<file path="config.mk">
export PLATFORM = sky130hd
export DESIGN_NAME = i2c_ctrl_writer
export DESIGN_NICKNAME = d
export VERILOG_FILES = /design/src/rtl/i2c_ctrl_writer.sv
export SDC_FILE = /design/constraint.sdc
export NUM_CORES = 1
export LEC_CHECK = 0
export ABC_AREA = 1
export CAP_MARGIN = 20
export CORE_MARGIN = 3
export CORE_UTILIZATION = 42
export CTS_CLUSTER_SIZE = 28
export DETAILED_ROUTE_END_ITERATION = 12
export GPL_TIMING_DRIVEN = 0
export PLACE_DENSITY_LB_ADDON = 0.1
export SYNTH_ARGS = -nofsm -noshare
export SYNTH_HDL_FRONTEND = slang
export SYNTH_SLANG_ARGS = --single-unit
</file>
<file path="constraint.sdc">
create_clock -name clk -period 3.2 [get_ports clk]
set_input_delay 0.32 -clock clk [delete_from_list [all_inputs] [get_ports clk]]
set_output_delay 0.32 -clock clk [all_outputs]
set_load 0.05 [all_outputs]
</file>
<file path="src/rtl/i2c_ctrl_writer.sv">
// Single-transaction I2C controller: START, 7-bit address + W, ACK, one data
// byte, ACK, STOP. Drives open-drain SCL/SDA enables; reports done + nack.
module i2c_ctrl_writer #(
  parameter int CLKDIV = 16
) (
  input  logic       clk,
  input  logic       rst,
  input  logic       cmd_valid,
  output logic       cmd_ready,
  input  logic [6:0] cmd_addr,
  input  logic [7:0] cmd_data,
  output logic       done,
  output logic       nack,
  input  logic       scl_i,
  input  logic       sda_i,
  output logic       scl_oe,
  output logic       sda_oe,
  output logic [2:0] state_dbg
);

  // Handshake: a command is taken on a rising edge where cmd_valid && cmd_ready;
  // cmd_ready is high only in IDLE, including the cycle done is pulsed.

  localparam int DW = (CLKDIV > 1) ? $clog2(CLKDIV) : 1;
  localparam logic [DW-1:0] DIV_LAST = DW'(CLKDIV - 1);

  typedef enum logic [2:0] {
    S_IDLE  = 3'd0,
    S_START = 3'd1,
    S_ADDR  = 3'd2,
    S_ACK1  = 3'd3,
    S_DATA  = 3'd4,
    S_ACK2  = 3'd5,
    S_STOP  = 3'd6
  } state_t;

  state_t          state, state_n;
  logic [DW-1:0]   div_cnt, div_n;
  logic [1:0]      quarter, quarter_n;
  logic [2:0]      bit_cnt, bit_n;
  logic [7:0]      shift, shift_n;
  logic [7:0]      data_q, data_n;
  logic            nack_n, done_n, ready_n, scl_n, sda_n;

  logic accept;
  logic in_cell;
  logic stretch;
  logic tick;

  assign accept  = cmd_valid && cmd_ready;
  // Bit cells and STOP have an SCL-high Q2 that the target may stretch.
  assign in_cell = (state == S_ADDR) || (state == S_ACK1) || (state == S_DATA) ||
                   (state == S_ACK2) || (state == S_STOP);
  assign stretch = in_cell && (quarter == 2'd2) && !scl_i;
  assign tick    = (state != S_IDLE) && !stretch && (div_cnt == DIV_LAST);

  assign state_dbg = state;

  // State and registered outputs
  always_ff @(posedge clk) begin
    if (rst) begin
      state     <= S_IDLE;
      div_cnt   <= '0;
      quarter   <= 2'd0;
      bit_cnt   <= 3'd0;
      shift     <= 8'd0;
      data_q    <= 8'd0;
      nack      <= 1'b0;
      done      <= 1'b0;
      cmd_ready <= 1'b1;
      scl_oe    <= 1'b0;
      sda_oe    <= 1'b0;
    end else begin
      state     <= state_n;
      div_cnt   <= div_n;
      quarter   <= quarter_n;
      bit_cnt   <= bit_n;
      shift     <= shift_n;
      data_q    <= data_n;
      nack      <= nack_n;
      done      <= done_n;
      cmd_ready <= ready_n;
      scl_oe    <= scl_n;
      sda_oe    <= sda_n;
    end
  end

  // Next-state and datapath
  always_comb begin
    state_n   = state;
    div_n     = div_cnt;
    quarter_n = quarter;
    bit_n     = bit_cnt;
    shift_n   = shift;
    data_n    = data_q;
    nack_n    = nack;
    done_n    = 1'b0;

    if (state == S_IDLE) begin
      if (accept) begin
        state_n   = S_START;
        div_n     = '0;
        quarter_n = 2'd0;
        bit_n     = 3'd7;
        shift_n   = {cmd_addr, 1'b0};
        data_n    = cmd_data;
        nack_n    = 1'b0;
      end
    end else begin
      if (!stretch) begin
        div_n = tick ? '0 : (div_cnt + DW'(1));
      end
      if (tick) begin
        quarter_n = quarter + 2'd1;
        unique case (state)
          S_START: begin
            if (quarter == 2'd1) begin
              state_n   = S_ADDR;
              quarter_n = 2'd0;
              bit_n     = 3'd7;
            end
          end
          S_ADDR, S_DATA: begin
            if (quarter == 2'd3) begin
              shift_n = {shift[6:0], 1'b0};
              if (bit_cnt == 3'd0) begin
                state_n = (state == S_ADDR) ? S_ACK1 : S_ACK2;
              end else begin
                bit_n = bit_cnt - 3'd1;
              end
            end
          end
          S_ACK1: begin
            if (quarter == 2'd3) begin
              nack_n  = sda_i;
              state_n = sda_i ? S_STOP : S_DATA;
              shift_n = data_q;
              bit_n   = 3'd7;
            end
          end
          S_ACK2: begin
            if (quarter == 2'd3) begin
              nack_n  = sda_i;
              state_n = S_STOP;
            end
          end
          S_STOP: begin
            if (quarter == 2'd3) begin
              state_n = S_IDLE;
              done_n  = 1'b1;
            end
          end
          default: begin
            state_n = S_IDLE;
          end
        endcase
      end
    end
  end

  // Pad enables follow the next state so they change on the same edge as it.
  // The bit under transmission only moves at a cell boundary, so SDA changes
  // only on Q0 entry.
  always_comb begin
    scl_n   = 1'b0;
    sda_n   = 1'b0;
    ready_n = (state_n == S_IDLE);
    unique case (state_n)
      S_IDLE: begin
        scl_n = 1'b0;
        sda_n = 1'b0;
      end
      S_START: begin
        scl_n = 1'b0;
        sda_n = 1'b1;
      end
      S_ADDR, S_DATA: begin
        scl_n = ~quarter_n[1];
        sda_n = ~shift_n[7];
      end
      S_ACK1, S_ACK2: begin
        scl_n = ~quarter_n[1];
        sda_n = 1'b0;
      end
      S_STOP: begin
        scl_n = ~quarter_n[1];
        sda_n = (quarter_n != 2'd3);
      end
      default: begin
        scl_n = 1'b0;
        sda_n = 1'b0;
      end
    endcase
  end

endmodule

</file>
# Yosys cells after proc, flatten, opt, wreduce, memory -nomap -nowiden
# Cells that the tools add are included.
[totals]
word_cells = 116
regBits = 33
output_inout_bits = 8
inputBits = 20
[classes]
eq_ne = 23
muxes = 42
reduce_logical = 31
bitwise = 5
addsub = 3
[ops]
columns = ["op", "count"]
rows = [
  ["two-way mux 3 bit", 17],
  ["two-way mux 8 bit", 5],
  ["== test 3 bit, second input constant", 6],
  ["two-way mux 4 bit", 4],
  ["one-hot mux 8 bit (2 select lines)", 1],
  ["one-hot mux 3 bit (5 select lines)", 1],
  ["== test 3 x 2 -> 1 bit, second input constant", 4],
  ["two-way mux 2 bit", 6],
  ["zero test 3 bit", 3],
  ["inequality test 3 bit, second input constant", 3],
  ["one-hot mux 3 bit (3 select lines)", 1],
  ["OR reduction 2 bit", 4],
  ["AND reduction 7 bit", 1],
  ["== test 3 x 1 -> 1 bit, second input constant", 2],
  ["two-way mux 1 bit", 6],
  ["nonzero test 2 bit", 3],
  ["nonzero test 3 bit", 2],
  ["logical AND 1 bit", 5],
  ["NOT 1 bit", 5],
  ["AND reduction 5 bit", 1],
  ["OR reduction 5 bit", 1],
  ["adder 4 x 1 -> 4 bit, second input constant", 1],
  ["== test 2 bit, second input constant", 2],
  ["== test 4 bit, second input constant", 1],
  ["other kinds (13)", 19],
]

# Longest topological paths before layout
[logic_depth]
word_depth = 16
ltp_mapped = 14
depth_no_buf = 13

# Worst setup path before layout
# OpenSTA, ideal clock, no wires.
[synth_path]
path_kind = "register to register"
from = "register state[0], in the netlist state_dbg[0]"
to = "register sda_oe"
setup_ns = 0.131
path_stages_with_launch = 14
t_required_ns = 3.069
setup_slack_ns = 1.238
arrival_time_ns = 1.832
period_less_slack_ns = 1.962
path_buffers = 1
path_cell_list = "dfxtp_1 > inv_2 > nand2_1 > nand3_2 > nand2_2 > nand3_4 > buf_6 > nand2_1 > o21a_1 > nand2_1 > nand2_1 > nand2_1 > nand2_1 > a21oi_2"
[synth_between]
elab_chain_len = 15
elab_cells_between_ends = 43
classes_between = "11 x eq/ne; 18 x mux; 1 x bitwise; 13 x reduce/logical"
[synth_lines]
columns = ["item", "line_no", "rtl"]
rows = [
  ["start, declared", "37", "state_t state, state_n;"],
  ["start signal, assigned", "74", "state <= state_n;"],
  ["parallel branches: the longest is 14 deep, another holds one-hot mux 3 bit (5 select lines)", "--", ""],
  ["one-hot mux 1 bit (3 select lines) (*)", "168", "unique case (state_n)"],
  ["end signal, assigned", "84", "sda_oe <= sda_n;"],
  ["end, declared", "17", "output logic sda_oe,"],
]
# Every way passes the cells marked *. The select of a mux whose other input is x is not followed.
# A chain may end at the register's enable or synchronous reset.

# Worst setup path in the final report
[layout_path]
from = "register state[0], in the netlist state_dbg[0]"
to = "output state_dbg[0]"
[layout_rtl]
columns = ["item", "line_no", "rtl"]
rows = [
  ["end, declared", "18", "output logic [2:0] state_dbg"],
]
# No word-level cell between the ends.

==> flow_metrics.py <==
metrics = {
    "global_route": {
        "grt_overflow": 0,
        "grtUsageTotal_pct": 18.9,
        "grt_pass1_vias": 1691,
        "grt_pass1_wl_mm": 7.58,
        "grt_max_degree": 12,
        "antenna_found_initial": 0,
    },
    "yosys": {
        "syn-instance-count": 264,
        "syn-mean-instance-area_um2": 6.85,
        "ys_seq_area_share_pct": 36.5,
        "synth_cell_types": 32,
        "synth_nets": 287,
        "syn_area_mm2": 0.00181,
        "yosysWarnings": 0,
        "synth-seq-cells": 33,
    },
    "finish": {
        "area_growth_pct": 24.5,
        "multi_input_area_um2": 988,
        "antennaDiodeCount": 0,
        "drive_gt1_share_pct": 11.4,
        "utilization_pct": 55.1,
        "layout_commonest_cell": "nand2_1",
        "fill_cells": 411,
        "regArea_um2": 661,
        "nNetsFinal": 320,
        "final_cell_mix": "nand2_1 (70), dfxtp_1 (33), nor2_1 (28), a21oi_1 (28), clkdlybuf4s50_1 (26)",
    },
    "critical_path": {
        "slowest_delay_ns": 0.88,
        "crit_fanout": 6,
        "cp-start-kind": "flip-flop",
        "cp_slowest_cell": "clkdlybuf4s50_1",
        "cp-end-kind": "output port",
        "required_ns": 2.88,
        "reg2reg_from": "quarter[0]",
        "cp_top_family": "buffers and inverters",
        "critPathKind": "reg2out",
        "arrival_ns": 1.73,
        "path_cells": "clkdlybuf4s50_1",
        "path_buf_inv": 1,
        "crit_start": "state_dbg[0]",
    },
    "floorplan": {
        "ios": 28,
        "die_h_um": 71.6,
        "dieArea_mm2": 0.00513,
        "coreArea_mm2": 0.00409,
        "die_w_um": 71.6,
        "initial_utilization_pct": 44.2,
        "num_rows": 23,
    },
    "sta": {
        "final-hold-violation-count": 0,
        "max_freq_ghz": 0.489,
        "final.setup_skew_ns": 0.00937,
        "slew_violations": 0,
        "hold_slack_ns": 0.457,
        "tns_ns": 0,
        "min_period_ns": 2.05,
        "fin_crit_sh_pct": 63.9,
        "rsz0062_at_grt": "no",
        "tightestPinTransition_ns": 0.560,
        "setup_violations": 0,
        "relSlewSlack_pct": 62.7,
    },
    "clock_network": {
        "htreeDepth": 2,
        "cts_resized": 0,
        "cts_tree": "yes",
        "hold_buffers": 0,
        "clockBufferDepth": 2,
        "clk_latency_ns": 0.29,
        "clkSlewWorstSetupHoldPaths_ns": 0.07,
        "cts.sinks": 33,
        "numCtsBuffers": 5,
        "cts_setup_buffers": 0,
        "cts-root-buf": "clkbuf_8",
    },
    "power_and_ir_drop": {
        "p_per_area_mw_per_mm2": 463,
        "ir_drop_uv": 271,
        "power.leakage_nw": 0.907,
    },
    "min_path": {
        "min_from": "bit_cnt[0]",
        "hold_path.class": "reg2reg",
    },
    "outcome": {
        "status": "finished clean",
    },
    "drt": {
        "drt_iter0_drc": 137,
        "wl_per_cell_um": 13.2,
        "dr_total_vias": 1820,
        "drt-total-wl_mm": 4.59,
        "drtPass1Iterations": 5,
        "viasPerCell": 5.23,
        "drc": 0,
        "antenna_left": 0,
    },
    "placed_design": {
        "gp_congestion": 0.835,
        "portBuffers": 26,
        "place.detailed.hpwl_mm": 3.40,
    },
    "job": {
        "cap_viol_max_count": 0,
    },
}
-- flip-flops by register name, summed over array words and instances, names as in the netlist, 2 cells and up --
register   flops
div_cnt        4
quarter        2
bit_cnt        3
shift          8
state_dbg      3
data_q         8
-- power breakdown --
group	internal (mW)	total, mW	switching, mW
clock	0.253	0.418	0.165
sequential	0.435	0.453	0.0175
combinational	0.0685	0.171	0.103
-- worst register-to-register path, stage by stage, from the launching register on --
cell      delay [ns]
dfxtp_1         0.30
buf_2           0.20
nand2_1         0.23
inv_2           0.24
nand2_1         0.14
nand3b_1        0.15
nand2_1         0.08
nand2_1         0.12
inv_2           0.06
a21oi_2         0.16
nand2_1         0.07
a31oi_1         0.14
-- through the flow --
step	area [um^2]	std cells	power, mW	setup WS (ns)
finish	2250	348	1.04	1.15
global route	2250	348	1.09	1.06
CTS	2250	348	1.05	1.14
detailed placement	2130	340	0.633	1.25
global placement	2130	340	0.632	1.25
floorplan	1810	264	0.572	1.24
-- layer usage --
| layer | vias up | global-route usage, % | wire, um |
|---|---|---|---|
| met2 | 47 | 29.2 | 2120 |
| met1 | 825 | 25.3 | 2150 |
| met5 | - | 0 | 0 |
| met4 | 0 | 8.98 | 104 |
| met3 | 11 | 3.65 | 219 |
| li1 | 937 | - | - |
-- synthesized netlist by cell type, drive strengths merged --
cell type	number	share of area [%]
o2111ai	1	0.48
xnor2	1	0.48
o21a	1	0.42
a31oi	1	0.35
nor2	30	7.3
ha	3	2.1
a32oi	5	2.4
a22oi	1	0.42
clkbuf	4	0.83
buf	5	2.1
nor3	5	1.4
o21ai	16	4.6
a221oi	1	0.48
nor4	1	0.69
a21oi	30	8.7
nand3b	1	0.42
nand3	21	7.3
inv	26	5.4
nand4	2	0.69
dfxtp	33	37
nand2	74	16
o22a	1	0.48
clkinv	1	0.48
-- cell type report --
type                       instances  area share (%)
multi-input combinational        195            43.9
sequential                        33            29.3
timing repair buffer              26            11.6
inverter                          27            4.72
clock buffer                       6            3.67
tap                               50            2.78
buffer                             9            2.33
clock inverter                     2            1.67
-- worst paths after layout --
check	to	slack, ns	depth (start not counted)
hold / removal	bit_cnt[0]	0.46	1
setup / recovery	state_dbg[0]	1.15	1
setup reg to reg	scl_oe	1.24	11
hold reg to reg	bit_cnt[0]	0.46	1
-- logic make-up after synthesis --
kind of cell,Yosys count,share of synthesized area [%]
AND/OR/NAND/NOR,134,33.7
AO/OA/AOI/OAI,57,18.4
buffers and inverters,36,8.79
flip-flops,33,36.5
adder cells (fa/ha/maj),3,2.08
XOR/XNOR,1,0.485
Note: power is estimated with default switching activity, not from simulation.
